$ cat src/rtl/gat_bram_loader.sv
// rtl/gat_bram_loader.sv - stream-to-BRAM word loader with byte addressing and load/error status
// Optional GAT_LOADER_DEBUG_EN builds a saturating count of accepted beats on o_dbg_words.
module gat_bram_loader #(
    parameter int DEPTH  = 242101,
    parameter int ADDR_W = $clog2(DEPTH),
    parameter int CNT_W  = $clog2(DEPTH + 1)
) (
    input  logic              i_clk,
    input  logic              i_rst,
    input  logic              i_start,
    input  logic [CNT_W-1:0]  i_num_words,
    input  logic [31:0]       i_s_data,
    input  logic              i_s_valid,
    input  logic              i_s_last,
    output logic              o_s_ready,
    output logic [31:0]       o_bram_din,
    output logic              o_bram_ena,
    output logic              o_bram_wea,
    output logic [ADDR_W+1:0] o_bram_addra,
    output logic              o_load_done,
    output logic              o_busy,
    output logic              o_err_short,
    output logic              o_err_long,
    output logic [31:0]       o_dbg_words
);

    typedef enum logic [1:0] {S_IDLE, S_LOAD, S_DONE, S_ERR} state_t;

    state_t             r_state;
    logic [CNT_W-1:0]   r_count;
    logic [CNT_W-1:0]   r_target;
    logic [31:0]        r_din;
    logic               r_ena;
    logic               r_wea;
    logic [ADDR_W+1:0]  r_addra;
    logic               r_load_done;
    logic               r_err_short;
    logic               r_err_long;

    logic               w_final_beat;
    logic               w_bad_count;

    assign w_final_beat = (r_count == r_target - CNT_W'(1));
    assign w_bad_count  = (i_num_words == '0) || (i_num_words > CNT_W'(DEPTH));

    assign o_s_ready    = (r_state == S_LOAD);
    assign o_busy       = (r_state == S_LOAD);
    assign o_bram_din   = r_din;
    assign o_bram_ena   = r_ena;
    assign o_bram_wea   = r_wea;
    assign o_bram_addra = r_addra;
    assign o_load_done  = r_load_done;
    assign o_err_short  = r_err_short;
    assign o_err_long   = r_err_long;

    always_ff @(posedge i_clk or posedge i_rst) begin
        if (i_rst) begin
            r_state     <= S_IDLE;
            r_count     <= '0;
            r_target    <= '0;
            r_din       <= '0;
            r_ena       <= 1'b0;
            r_wea       <= 1'b0;
            r_addra     <= '0;
            r_load_done <= 1'b0;
            r_err_short <= 1'b0;
            r_err_long  <= 1'b0;
        end else begin
            r_ena <= 1'b0;
            r_wea <= 1'b0;
            case (r_state)
                S_LOAD: begin
                    // The beat is written even when it ends the load early or late.
                    if (i_s_valid) begin
                        r_ena   <= 1'b1;
                        r_wea   <= 1'b1;
                        r_din   <= i_s_data;
                        r_addra <= {r_count[ADDR_W-1:0], 2'b00};
                        r_count <= r_count + CNT_W'(1);
                        if (w_final_beat) begin
                            r_state <= S_DONE;
                            if (!i_s_last) begin
                                r_err_long <= 1'b1;
                            end
                        end else if (i_s_last) begin
                            r_state     <= S_ERR;
                            r_err_short <= 1'b1;
                        end
                    end
                end
                default: begin
                    if (i_start) begin
                        r_load_done <= 1'b0;
                        if (w_bad_count) begin
                            r_state     <= S_ERR;
                            r_err_short <= 1'b1;
                        end else begin
                            r_state     <= S_LOAD;
                            r_target    <= i_num_words;
                            r_count     <= '0;
                            r_err_short <= 1'b0;
                            r_err_long  <= 1'b0;
                        end
                    end else begin
                        // One edge after entering DONE, so the flag trails the last write strobe.
                        r_load_done <= (r_state == S_DONE);
                    end
                end
            endcase
        end
    end

`ifdef GAT_LOADER_DEBUG_EN
    logic        w_accept;
    logic [31:0] r_dbg_words;

    assign w_accept = (r_state == S_LOAD) && i_s_valid;

    always_ff @(posedge i_clk or posedge i_rst) begin
        if (i_rst) begin
            r_dbg_words <= '0;
        end else if (w_accept && (r_dbg_words != 32'hFFFF_FFFF)) begin
            r_dbg_words <= r_dbg_words + 32'd1;
        end
    end

    assign o_dbg_words = r_dbg_words;
`else
    assign o_dbg_words = '0;
`endif

endmodule
$ cat config.mk
export PLATFORM = sky130hd
export DESIGN_NAME = gat_bram_loader
export DESIGN_NICKNAME = d
export VERILOG_FILES = /design/src/rtl/gat_bram_loader.sv
export SDC_FILE = /design/constraint.sdc
export NUM_CORES = 1
export LEC_CHECK = 0
export ABC_AREA = 1
export CORE_MARGIN = 1
export CORE_UTILIZATION = 35
export DETAILED_ROUTE_END_ITERATION = 8
export MAX_ROUTING_LAYER = met4
export PLACE_DENSITY = 0.58
export SKIP_LAST_GASP = 1
export SLEW_MARGIN = 20
export SYNTH_ARGS = -nofsm -noshare
export SYNTH_HDL_FRONTEND = slang
export SYNTH_SLANG_ARGS = --single-unit
$ cat constraint.sdc
create_clock -name i_clk -period 8.5 [get_ports i_clk]
set_input_delay 2.55 -clock i_clk [delete_from_list [all_inputs] [get_ports i_clk]]
set_output_delay 2.55 -clock i_clk [all_outputs]
set_load 0.01 [all_outputs]
[Word level (Yosys, flattened, before mapping)]
Index checks and enable logic that the tools add are counted.
Storage, ports and cells
  logic and storage cells: 58
  register bits after elaboration: 92
  output and inout port bits: 91
Cells by class
  bitwise gates (word level): 2
  mux-type cells: 25
  add/subtract/negate cells: 2
  reduce and logical (&&, ||, !) cells: 9
  equality and inequality tests: 10
  $lt $le $gt $ge: 1
Operator list (number)
  18-bit 2-to-1 mux: 4
  18-bit by 1-bit adder with 18-bit output, second input constant: 1
  18-bit equality test: 1
  18-bit greater-than comparator, second input constant: 1
  18-bit logical NOT: 1
  18-bit by 1-bit subtractor with 18-bit output, second input constant: 1
  1-bit 2-to-1 mux: 15
  2-bit 2-to-1 mux: 6
  2-bit != test, second input constant: 5
  3-bit AND reduction: 3
  5-bit AND reduction: 1
  4-bit AND reduction: 1
  3-bit by 2-bit != test with 1-bit output, second input constant: 1
  2-bit by 1-bit equality test with 1-bit output, second input constant: 1
  2-bit equality test, second input constant: 1
  2-bit by 1-bit != test with 1-bit output, second input constant: 1
  1-bit inverter: 2
  2-bit AND reduction: 1
  2-bit nonzero test: 1
  1-bit logical OR: 1

[Longest topological paths before layout]
Gate-level depths: netlist (run 1).
  depth after elaboration: 5
  depth in mapped cells: 15
  mapped depth without buffers: 15

[Worst setup path before layout (run 1)]
Ideal clock, no wire load.
  path type: in2reg
  start: in i_num_words[11]
  end: reg r_count[10]
  path buffers: 1
  arrival: 3612 ps
  setup slack: 4771 ps
  stages on the path: 14
  setup time: 117 ps
  path through: inv_1 -> nand2_1 -> nor2_1 -> nand2_1 -> nand3b_1 -> nand2_1 -> nand2_2 -> nand3_4 -> nand2_4 -> buf_6 -> nand3_1 -> nand2_1 -> nand2_1 -> nor2_1
On the way
  longest elaborated chain between the ends: 4
  elaborated cells between the ends (all ways): 5
  classes of those cells: order compare (1); eq/ne (1); reduce/logical (3)
RTL lines
  start, declared: RTL line 11  | input logic [CNT_W-1:0] i_num_words,
  18-bit greater-than comparator / 18-bit logical NOT (equally long branches): RTL line 44  | assign w_bad_count = (i_num_words == '0) || (i_num_words > CNT_W'(DEPTH));
  1-bit logical OR (*): RTL line 44
  2-bit != test (no source line) (*)
  3-bit AND reduction (no source line) (*)
  end signal, assigned: RTL line 79  | r_count <= r_count + CNT_W'(1);
  end, declared: RTL line 30  | logic [CNT_W-1:0] r_count;
Mark *: on every way between the ends. The rest lies on a longest branch, timed or not.
A chain may end at the register's enable or synchronous reset.

[Final worst setup path (run 1)]
  start: in i_num_words[17]
  end: reg r_count[3]
The elaborated chain is that of the path after synthesis.

==> impl_summary.log, run 1 <==
[metrics] sequential element share of the synthesized area: 0.4436
[metrics] Syn Inst Count: ~690
[metrics] Gates resized, CTS repair: 0
[metrics] total clock buffers created by CTS: 9
[metrics] Max Transition Viols Final: 0
[metrics] GR peak layer: met2
[metrics] worst-path fanout max: 23
[metrics] Clk pin slew, worst setup/hold paths: about 0.07 ns
[metrics] average instance area after synthesis: 7.555 um^2
[metrics] number of global-route vias before repair: between 4000 and 5000
[metrics] global placer's final weighted congestion: 0.9134
[metrics] Post-Route WL: around 14000 um
[metrics] top cell type's share of synthesized area: 0.4436
[metrics] number of buffers inserted for hold repair after clock tree synthesis: 0
[metrics] Sink Count: 92
[metrics] remaining global-route overflow: 0
[metrics] Power Dens Cells: 295.4 nW/um^2
[metrics] most frequently used cell type in the post-synthesis netlist: sky130_fd_sc_hd__nand2_1
[metrics] met1 usage: 0.2590
[metrics] number of port buffers: roughly 110
[metrics] number of failing hold endpoints at the final stage: 0
[metrics] area taken by multi-input logic gates: approximately 2400 um^2
[metrics] clock latency reported for the late side of the worst-skew pair: 0.34 ns
[metrics] met3 demand-to-capacity share in global routing: 0.02289
[metrics] Max-slew headroom: 0.4037
[metrics] Final TNS setup: 0 ns
[metrics] Leak Pwr: between 3 and 4 nW
[metrics] Initial DRT Pass Iterations: 5
[metrics] Chip Width: 123.8 um
[metrics] flip-flop cell with the highest count after synthesis: sky130_fd_sc_hd__dfrtp_1
[metrics] slew at the pin with the worst max-slew slack: 0.8945 ns
[metrics] period utilisation layout: 0.5164
[metrics] Starting Density: 0.3585
[metrics] number of vias per cell: roughly 4.7
[metrics] Critical Path Start Type: primary input
[metrics] Final ANT Viol Nets: 0
[metrics] final-layout fill cell count: roughly 1500
[metrics] leading cell types by count after synthesis: 263 x sky130_fd_sc_hd__nand2_1, 92 x sky130_fd_sc_hd__dfrtp_1, 56 x sky130_fd_sc_hd__inv_1
[metrics] Core Footprint: 14480 um^2
[metrics] number of violations of the max-capacitance limit: 0
[metrics] first-pass GRT wire length: 22170 um
[metrics] placement-stage cell area: around 6300 um^2
[metrics] maximum achievable frequency: roughly 230 MHz
[metrics] buffers inserted by post-CTS timing repair: 0
[metrics] Async SR Flop Fraction: 1.000
[metrics] Setup Viol. Count Final: 0
[metrics] Mapped Area: 5190 um^2
[metrics] minimum period implied by the final worst setup slack: 4.390 ns
[metrics] vias after detailed routing: 4585
[metrics] arrival time at the worst endpoint: 4.63 ns
[metrics] post-route core utilization: 0.4563
[metrics] DRT iter0 DRCs: around 330
[metrics] Post-route DRC: 0
[metrics] CTS tree: yes
[metrics] FF+latch count, synth: 92
[metrics] combined global-route utilization of all metal layers: 0.1928
[metrics] Area growth, synth to finish: 27.29%
[metrics] Post-DP HPWL: 10170 um
[metrics] number of different library cells in the post-synthesis netlist: 41
[metrics] H-tree depth: 3
[metrics] Cell Rows: 44
[metrics] Synth warnings: 0
[metrics] GR Layer Usage met2: 0.3024
[metrics] maximum number of pins on one net before global-route repair: 71
[metrics] Final Non-Filler Cells: 977
[metrics] data required time of the worst path: about 8.7 ns
[metrics] layout cell share with drive strength beyond 1: 0.07188
[metrics] post-placement cell count: 961
[metrics] nets@finish: 845
[metrics] type of the worst min-delay path: flip-flop to flip-flop
[metrics] cell accounting for the most synthesized area: sky130_fd_sc_hd__dfrtp_1
[metrics] area occupied by registers: 2302 um^2
[metrics] n_diodes: 0
[metrics] DIE AREA: 15320 um^2
[metrics] Avg WL per Cell: between 10 and 15 um
[metrics] worst-case clock skew: 0.005747 ns
[metrics] cell at the root of the clock tree: sky130_fd_sc_hd__clkbuf_16
[metrics] largest cells by area after synthesis: sky130_fd_sc_hd__dfrtp_1 44%, sky130_fd_sc_hd__nand2_1 19%, sky130_fd_sc_hd__buf_4 5.2%
[metrics] number of top-level pins: 146
[metrics] post-route standard cell area excluding fillers: 6606 um^2
[metrics] Crit Path Class: primary input to flip-flop
[metrics] element type at the critical path end: flip-flop
[metrics] number of enable-type register cells in the synthesized netlist: 0
[metrics] run status: complete, no violations
[metrics] RSZ-0062 raised after global routing: no
[metrics] die span in y: 123.8 um
[metrics] worst-case clock buffer depth: 2
[metrics] Worst IR Drop VDD: 221.1 uV
[metrics] number of antenna violations at the first check in global routing: 0
cell usage in the layout (no fill, tap or decap), drive strengths merged, types with 5 or more instances in the layout:
cell,netlist,layout
nand2,270,270
clkdlybuf4s50,0,111
dfrtp,92,92
inv,63,64
nor2,59,59
nand3,38,38
o21ai,37,37
conb,1,34
xor2,14,14
nor3,12,12
clkbuf,6,10
o31ai,8,8
nand4,7,7
nand3b,7,7
a21oi,6,6
xnor2,5,5
state kept, by name, summed over array words and instances, names as in the netlist:
name          cells
o_err_long        1
o_bram_wea        1
o_err_short       1
o_bram_addra     18
r_count          18
o_bram_din       32
r_state           2
r_target         18
o_load_done       1
per-stage QoR:
stage / setup slack (ns) / hold WS (ns) / power [mW]
after floorplan: 3.558 / 0.4577 / 1.218
final: 4.110 / 0.4796 / 1.951
after global routing: 3.897 / 0.4993 / 2.109
after global placement: 3.546 / 0.4634 / 1.525
after CTS: 4.115 / 0.4862 / 1.970
after detailed placement: 3.755 / 0.4668 / 1.541
worst max-delay path, stage by stage:
cell,delay [ns]
sky130_fd_sc_hd__clkdlybuf4s50_1,0.54
sky130_fd_sc_hd__nand2_1,0.09
sky130_fd_sc_hd__nor2_1,0.16
sky130_fd_sc_hd__nand2_1,0.09
sky130_fd_sc_hd__nand3b_1,0.16
sky130_fd_sc_hd__nand2_1,0.08
sky130_fd_sc_hd__nand2_2,0.08
sky130_fd_sc_hd__nand3_4,0.24
sky130_fd_sc_hd__nand2_4,0.19
sky130_fd_sc_hd__inv_4,0.21
sky130_fd_sc_hd__o21ai_0,0.10
sky130_fd_sc_hd__nand2_1,0.07
sky130_fd_sc_hd__inv_1,0.04
area by class of cell:
class	instances	share of cell area
clock buffer	10	0.03617
multi-input combinational	509	0.3631
sequential	92	0.3485
inverter	63	0.03636
tap	184	0.03485
timing repair buffer	113	0.1705
clock inverter	6	0.01061
logic make-up after synthesis:
kind of cell / after synthesis / synth area share
simple gates: 399 / 0.3390
xor+xnor: 19 / 0.03206
flops: 92 / 0.4436
fa+ha+maj: 2 / 0.004821
other cells: 1 / 0.0007225
compound gates: 55 / 0.06123
buf+inv: 119 / 0.1186
final timing paths:
check | start | endpoint | slack, ns | depth (start not counted)
max reg2reg | r_state[0]$_DFFE_PP0P_ | r_state[1]$_DFFE_PP0P_ | 6.28 | 9
min reg2reg | o_bram_addra[16]$_DFFE_PP0P_ | o_bram_addra[16]$_DFFE_PP0P_ | 0.48 | 2
max in group asynchronous | i_rst | r_count[14]$_DFFE_PP0P_ | 4.76 | 3
min in group asynchronous | i_rst | o_bram_wea$_DFF_PP0_ | 2.51 | 2
max | i_num_words[17] | r_count[3]$_DFFE_PP0P_ | 4.11 | 13
min | o_bram_addra[16]$_DFFE_PP0P_ | o_bram_addra[16]$_DFFE_PP0P_ | 0.48 | 2
routing by layer:
| layer | share of wire | vias to the layer above |
|---|---|---|
| li1 | - | 2281 |
| met1 | 0.46 | 2175 |
| met2 | 0.49 | 115 |
| met3 | 0.033 | 14 |
| met4 | 0.017 | 0 |
| met5 | 0 | - |
power by group:
group / internal [mW] / switching (mW)
Clock: 0.239 / 0.180
Sequential: 0.571 / 0.115
Combinational: 0.352 / 0.494
Total: 1.16 / 0.789
Note: power is estimated with default switching activity, not from simulation.
==> run 2: changes to the inputs <==
clock period = 4.25 ns   (was 8.5 ns; I/O delays follow)
==> impl_summary.log, run 2 (synthesis gave the netlist of run 1 again) <==
[metrics] area taken by multi-input logic gates: 2399 um^2
[metrics] Critical Path Start Type: primary input
[metrics] buffers inserted by post-CTS timing repair: 0
[metrics] slowest CP cell: sky130_fd_sc_hd__clkdlybuf4s50_1
[metrics] number of flip-flops under the largest register name: 32
[metrics] type of the worst min-delay path: flip-flop to flip-flop
[metrics] number of buffers inserted for hold repair after clock tree synthesis: 0
[metrics] Avg WL per Cell: 13.94 um
[metrics] Post-Route WL: roughly 14000 um
[metrics] slew at the pin with the worst max-slew slack: 0.9510 ns
[metrics] total clock buffers created by CTS: 9
[metrics] first-pass GRT wire length: roughly 22000 um
[metrics] Clk pin slew, worst setup/hold paths: 0.07 ns
[metrics] total buffers and inverters traversed by the critical path: 3
[metrics] Chip Width: 123.8 um
[metrics] Gates resized, CTS repair: 0
[metrics] number of top-level pins: 146
[metrics] maximum achievable frequency: 329.7 MHz
[metrics] Post-DP HPWL: 10310 um
[metrics] Power Dens Cells: 581.2 nW/um^2
[metrics] worst hold slack after final layout: 0.4791 ns
[metrics] cell at the root of the clock tree: sky130_fd_sc_hd__clkbuf_16
[metrics] arrival time at the worst endpoint: 3.29 ns
[metrics] cell mode on critical path: sky130_fd_sc_hd__nand2_1
[metrics] Final ANT Viol Nets: 0
[metrics] number of global-route vias before repair: roughly 4300
[metrics] data required time of the worst path: approximately 4.5 ns
[metrics] H-tree depth: 3
[metrics] number of port buffers: 111
[metrics] source of the critical timing path: i_num_words[13]
[metrics] Crit Path Class: primary input to flip-flop
[metrics] number of antenna violations at the first check in global routing: 0
[metrics] Core Footprint: between 10000 and 15000 um^2
[metrics] vias after detailed routing: ~4500
[metrics] clock latency reported for the late side of the worst-skew pair: 0.35 ns
[metrics] minimum period implied by the final worst setup slack: 3.033 ns
[metrics] Starting Density: 0.3585
[metrics] Net Sw Power: 1.571 mW
[metrics] Cell Rows: 44
[metrics] maximum number of pins on one net before global-route repair: 70
[metrics] relative contribution of the clock network to total power: 0.199
[metrics] Sink Count: between 90 and 100
[metrics] worst-case clock skew: 0.01107 ns
[metrics] worst-case clock buffer depth: 2
[metrics] n_diodes: 0
[metrics] nets@finish: around 850
[metrics] worst reg2reg path startpoint: r_target[0]$_DFFE_PP0P_
[metrics] Final TNS setup: 0 ns
[metrics] Initial DRT Pass Iterations: 5
[metrics] sequential share of power: 0.356
[metrics] commonest cells after routing, fill and taps aside: 262 x sky130_fd_sc_hd__nand2_1, 111 x sky130_fd_sc_hd__clkdlybuf4s50_1, 92 x sky130_fd_sc_hd__dfrtp_1
[metrics] Leak Pwr: about 3.1 nW
[metrics] Max-slew headroom: 0.3660
[metrics] net switching share of the total power: 0.4100
[metrics] worst-path fanout max: 23
[metrics] number of vias per cell: around 4.6
[metrics] Post-route DRC: 0
[metrics] DRT iter0 DRCs: 280
[metrics] layout cell share with drive strength beyond 1: 0.06944
[metrics] family with the most delay on the worst path: simple AND/OR/NAND/NOR gates
[metrics] hold path startpoint: o_err_short$_DFFE_PP0P_
[metrics] commonest non-fill, non-tap cell in the layout: sky130_fd_sc_hd__nand2_1
[metrics] run status: complete, no violations
[metrics] number of violations of the max-capacitance limit: 0
[metrics] global placer's final weighted congestion: 0.8671
[metrics] number of failing hold endpoints at the final stage: 0
[metrics] RSZ-0062 raised after global routing: no
[metrics] Worst IR Drop VDD: 342.0 uV
[metrics] CTS tree: yes
[metrics] die span in y: 123.8 um
[metrics] combined global-route utilization of all metal layers: 0.1932
[metrics] remaining global-route overflow: 0
[metrics] element type at the critical path end: flip-flop
[metrics] fraction of power consumed by combinational cells: 0.444
[metrics] Area growth, synth to finish: 27.00%
[metrics] total internal power: roughly 2.3 mW
[metrics] Worst path max stage delay: 0.50 ns
[metrics] final-layout fill cell count: 1457
[metrics] area occupied by registers: 2302 um^2
[metrics] period utilisation layout: 0.7136
[metrics] DIE AREA: between 15000 and 20000 um^2
[metrics] Max Transition Viols Final: 0
[metrics] crit-path cells: clkdlybuf4s50_1, nand2_1, nor2_1, nand2_1, nand3b_1, nand2_1, nand2_2, nand3_4, nand2_4, inv_4, o21ai_0, nand2_1, inv_1
[metrics] Setup Viol. Count Final: 0
-- run 2: cell count changes in the layout (fill, tap and decap cells not counted) --
cell,change
sky130_fd_sc_hd__bufinv_16,-1
sky130_fd_sc_hd__clkinv_4,+1
sky130_fd_sc_hd__buf_12,+1
sky130_fd_sc_hd__inv_1,+1
sky130_fd_sc_hd__clkinv_2,-1
sky130_fd_sc_hd__inv_2,-1
sky130_fd_sc_hd__inv_6,-1
-- run 2: per-stage QoR --
step / power (mW) / util / cell area, um^2 / setup WS (ns) / std cells
final: 3.831 / 0.4552 / 6591 / 1.217 / 976
after global routing: 4.142 / 0.4552 / 6591 / 1.091 / 976
after CTS: 3.869 / 0.4552 / 6591 / 1.266 / 976
after detailed placement: 3.087 / 0.4363 / 6317 / 0.8912 / 962
after global placement: 3.060 / 0.4363 / 6317 / 0.9510 / 962
after floorplan: 2.436 / - / 5314 / 0.5830 / 720
-- run 2: final timing paths --
| kind | to | slack, ns | cells past startpoint |
|---|---|---|---|
| setup / recovery | r_count[3]$_DFFE_PP0P_ | 1.22 | 13 |
| hold / removal | o_err_short$_DFFE_PP0P_ | 0.48 | 2 |
| setup reg to reg | r_state[1]$_DFFE_PP0P_ | 2.06 | 14 |
| hold reg to reg | o_err_short$_DFFE_PP0P_ | 0.48 | 2 |
| max in group asynchronous | o_bram_din[9]$_DFFE_PP0P_ | 2.09 | 3 |
| min in group asynchronous | o_bram_wea$_DFF_PP0_ | 1.41 | 2 |
-- run 2: worst register-to-register path: stages, from the launching register on --
cell                      delay (ns)
sky130_fd_sc_hd__dfrtp_1        0.42
sky130_fd_sc_hd__inv_2          0.12
sky130_fd_sc_hd__ha_1           0.23
sky130_fd_sc_hd__nand3_2        0.18
sky130_fd_sc_hd__nor2_1         0.23
sky130_fd_sc_hd__nand3_1        0.10
sky130_fd_sc_hd__nand2_1        0.11
sky130_fd_sc_hd__nand2_2        0.06
sky130_fd_sc_hd__nor2_2         0.12
sky130_fd_sc_hd__nand2_1        0.07
sky130_fd_sc_hd__nor2_2         0.18
sky130_fd_sc_hd__nand3_1        0.12
sky130_fd_sc_hd__nand2_1        0.08
sky130_fd_sc_hd__nand2_1        0.05
sky130_fd_sc_hd__nand2_1        0.06
-- run 2: final cells by class --
class,instances,share of cell area
multi-input combinational,509,0.3639
sequential,92,0.3493
timing repair buffer,114,0.1739
inverter,63,0.03645
clock buffer,10,0.03626
tap,184,0.03493
clock inverter,4,0.005315
-- run 2: per-layer routing --
layer | GRT usage | routed length (um) | up-vias
met4 | 0.06175 | 204 | 0
met3 | 0.03022 | 415 | 14
li1 | - | - | 2284
met1 | 0.2595 | 6452 | 2132
met2 | 0.2983 | 6536 | 93
met5 | - | 0 | -
-- run 2: power groups by stage --
| stage | logic [mW] | registers (mW) | clock network [mW] |
|---|---|---|---|
| global placement | 1.69 | 1.37 | 0 |
| floorplan | 1.02 | 1.41 | 0 |
| global route | 1.92 | 1.40 | 0.821 |
| finish | 1.70 | 1.36 | 0.764 |
| CTS | 1.72 | 1.37 | 0.786 |
| detailed placement | 1.71 | 1.38 | 0 |
==> run 3: changes to the inputs <==
clock period = 2.9 ns   (was 4.25 ns; I/O delays follow)
==> impl_summary.log, run 3 (synthesis gave the netlist of run 1 again) <==
[metrics] hold-critical path depth: 2
[metrics] maximum number of pins on one net before global-route repair: 38
[metrics] number of flip-flops under the largest register name: 32
[metrics] Post-Route WL: 13410 um
[metrics] nets@finish: 852
[metrics] net switching share of the total power: 0.4083
[metrics] vias after detailed routing: 4630
[metrics] Gates resized, CTS repair: 0
[metrics] DIE AREA: about 15000 um^2
[metrics] Clk pin slew, worst setup/hold paths: 0.07 ns
[metrics] element type at the critical path end: output pin
[metrics] final-layout fill cell count: 1387
[metrics] worst min-delay path endpoint: o_bram_din[24]$_DFFE_PP0P_
[metrics] slew at the pin with the worst max-slew slack: approximately 0.59 ns
[metrics] cells on worst reg2reg path: 11
[metrics] Post-DP HPWL: 10450 um
[metrics] Crit Path Class: flip-flop to output pin
[metrics] Cell Rows: between 40 and 50
[metrics] layout cell share with drive strength beyond 1: 0.07875
[metrics] number of violations of the max-capacitance limit: 0
[metrics] Area growth, synth to finish: 28.74%
[metrics] worst-case clock skew: about 0.0047 ns
[metrics] worst-path fanout max: 9
[metrics] total clock buffers created by CTS: 9
[metrics] worst-case clock buffer depth: 2
[metrics] slowest CP cell: sky130_fd_sc_hd__clkdlybuf4s50_1
[metrics] Net Sw Power: 2.320 mW
[metrics] worst reg2reg path startpoint: r_target[0]$_DFFE_PP0P_
[metrics] n_diodes: 0
[metrics] Setup Viol. Count Final: 0
[metrics] run status: complete, no violations
[metrics] Post-route DRC: 0
[metrics] period utilisation layout: 0.8683
[metrics] number of vias per cell: ~4.7
[metrics] arrival time at the worst endpoint: 1.65 ns
[metrics] number of antenna violations at the first check in global routing: 0
[metrics] commonest cells after routing, fill and taps aside: 262 x sky130_fd_sc_hd__nand2_1, 111 x sky130_fd_sc_hd__clkdlybuf4s50_1, 92 x sky130_fd_sc_hd__dfrtp_1
[metrics] Max-slew headroom: 0.6020
[metrics] buffers inserted by post-CTS timing repair: 0
[metrics] first-pass GRT wire length: 21730 um
[metrics] Final ANT Viol Nets: 0
[metrics] remaining global-route overflow: 0
[metrics] register-to-register path setup slack: 0.72 ns
[metrics] Leak Pwr: 3.186 nW
[metrics] source of the critical timing path: r_state[0]$_DFFE_PP0P_
[metrics] minimum period implied by the final worst setup slack: 2.518 ns
[metrics] total buffers and inverters traversed by the critical path: 2
[metrics] worst hold slack after final layout: around 0.48 ns
[metrics] crit-path cells: inv_1, nor2_4, clkdlybuf4s50_1
[metrics] commonest non-fill, non-tap cell in the layout: sky130_fd_sc_hd__nand2_1
[metrics] Chip Width: about 120 um
[metrics] Final TNS setup: 0 ns
[metrics] number of top-level pins: ~150
[metrics] clock latency reported for the late side of the worst-skew pair: 0.35 ns
[metrics] number of port buffers: about 110
[metrics] maximum achievable frequency: 397.1 MHz
[metrics] Starting Density: 0.3585
[metrics] Core Footprint: 14480 um^2
[metrics] capturing point of the worst reg2reg path: r_state[0]$_DFFE_PP0P_
[metrics] Initial DRT Pass Iterations: 4
[metrics] Critical Path Start Type: flip-flop
[metrics] cell at the root of the clock tree: sky130_fd_sc_hd__clkbuf_16
[metrics] number of failing hold endpoints at the final stage: 0
[metrics] Sink Count: 92
[metrics] family with the most delay on the worst path: buffers and inverters
[metrics] die span in y: 123.8 um
[metrics] Avg WL per Cell: 13.62 um
[metrics] Max Transition Viols Final: 0
[metrics] sequential share of power: 0.353
[metrics] total internal power: 3.361 mW
[metrics] type of the worst min-delay path: flip-flop to flip-flop
[metrics] fraction of power consumed by combinational cells: 0.443
[metrics] relative contribution of the clock network to total power: 0.204
[metrics] global placer's final weighted congestion: about 0.89
[metrics] combined global-route utilization of all metal layers: 0.1900
[metrics] number of global-route vias before repair: 4330
[metrics] Worst path max stage delay: 0.60 ns
[metrics] H-tree depth: 3
[metrics] CTS tree: yes
[metrics] Worst IR Drop VDD: 412.4 uV
[metrics] hold path startpoint: o_bram_din[24]$_DFFE_PP0P_
[metrics] DRT iter0 DRCs: 320
[metrics] Power Dens Cells: around 850 nW/um^2
[metrics] data required time of the worst path: 2.03 ns
[metrics] number of buffers inserted for hold repair after clock tree synthesis: 0
[metrics] RSZ-0062 raised after global routing: no
## run 3: changes by cell type in the layout (fill, tap and decap cells not counted), sizes merged
cell	delta
buf	+6
clkinv	-1
clkinvlp	+1
inv	+2
## run 3: area by class of cell
cell class              instances  area, um^2  share of cell area
repair buffers                120        1216              0.1820
inverters                      63       242.7             0.03633
clock buffers                  10       239.0             0.03577
flip-flops and latches         92        2302              0.3446
multi-input cells             509        2399              0.3590
well taps                     184       230.2             0.03446
clock inverters                 6       52.55            0.007865
## run 3: worst max path at each step
stage,to,slack (ns),cells past startpoint
finish,o_busy,0.38,3
detailed placement,r_count[3]$_DFFE_PP0P_,0.11,13
CTS,o_s_ready,0.36,3
global route,r_count[3]$_DFFE_PP0P_,0.26,13
floorplan,r_count[10]$_DFFE_PP0P_,0.85,14
global placement,r_count[3]$_DFFE_PP0P_,0.15,13
## run 3: stage by stage
step / power (mW) / std cells / area, um^2 / util / setup WS, ns
after floorplan: 3.570 / 720 / 5318 / - / 0.8515
after global placement: 4.508 / 968 / 6390 / 0.4413 / 0.1508
after detailed placement: 4.548 / 968 / 6390 / 0.4413 / 0.1119
after CTS: 5.735 / 984 / 6681 / 0.4615 / 0.3581
after global routing: 6.140 / 984 / 6681 / 0.4615 / 0.2567
final: 5.681 / 984 / 6681 / 0.4615 / 0.3818
## run 3: per-layer routing
metal  vias up  wire length (um)  part of all wire  global-route usage
met1      2192              6231              0.46              0.2598
met3        16               562             0.042             0.02289
met5         -                 0                 0                   -
li1       2297                 -                 -                   -
met4         0               214             0.016             0.06627
met2       125              6398              0.48              0.2903
## run 3: worst reg2reg max path: stages, from the launching register on
cell and delay, ns:
sky130_fd_sc_hd__dfrtp_1 0.41, sky130_fd_sc_hd__inv_2 0.11, sky130_fd_sc_hd__ha_1 0.22, sky130_fd_sc_hd__nand3_2 0.17, sky130_fd_sc_hd__nor2_4 0.22, sky130_fd_sc_hd__nand3_1 0.09
sky130_fd_sc_hd__nand2_1 0.09, sky130_fd_sc_hd__nand3_2 0.09, sky130_fd_sc_hd__nor3_2 0.36, sky130_fd_sc_hd__nand3_2 0.16, sky130_fd_sc_hd__nand2_2 0.09, sky130_fd_sc_hd__nand2_1 0.06
## run 3: power groups by stage
stage               clock network, mW  logic [mW]  registers, mW
floorplan                           0        1.50           2.07
global placement                    0        2.49           2.02
detailed placement                  0        2.53           2.02
CTS                              1.19        2.53           2.01
global route                     1.25        2.83           2.06
finish                           1.16        2.52           2.00
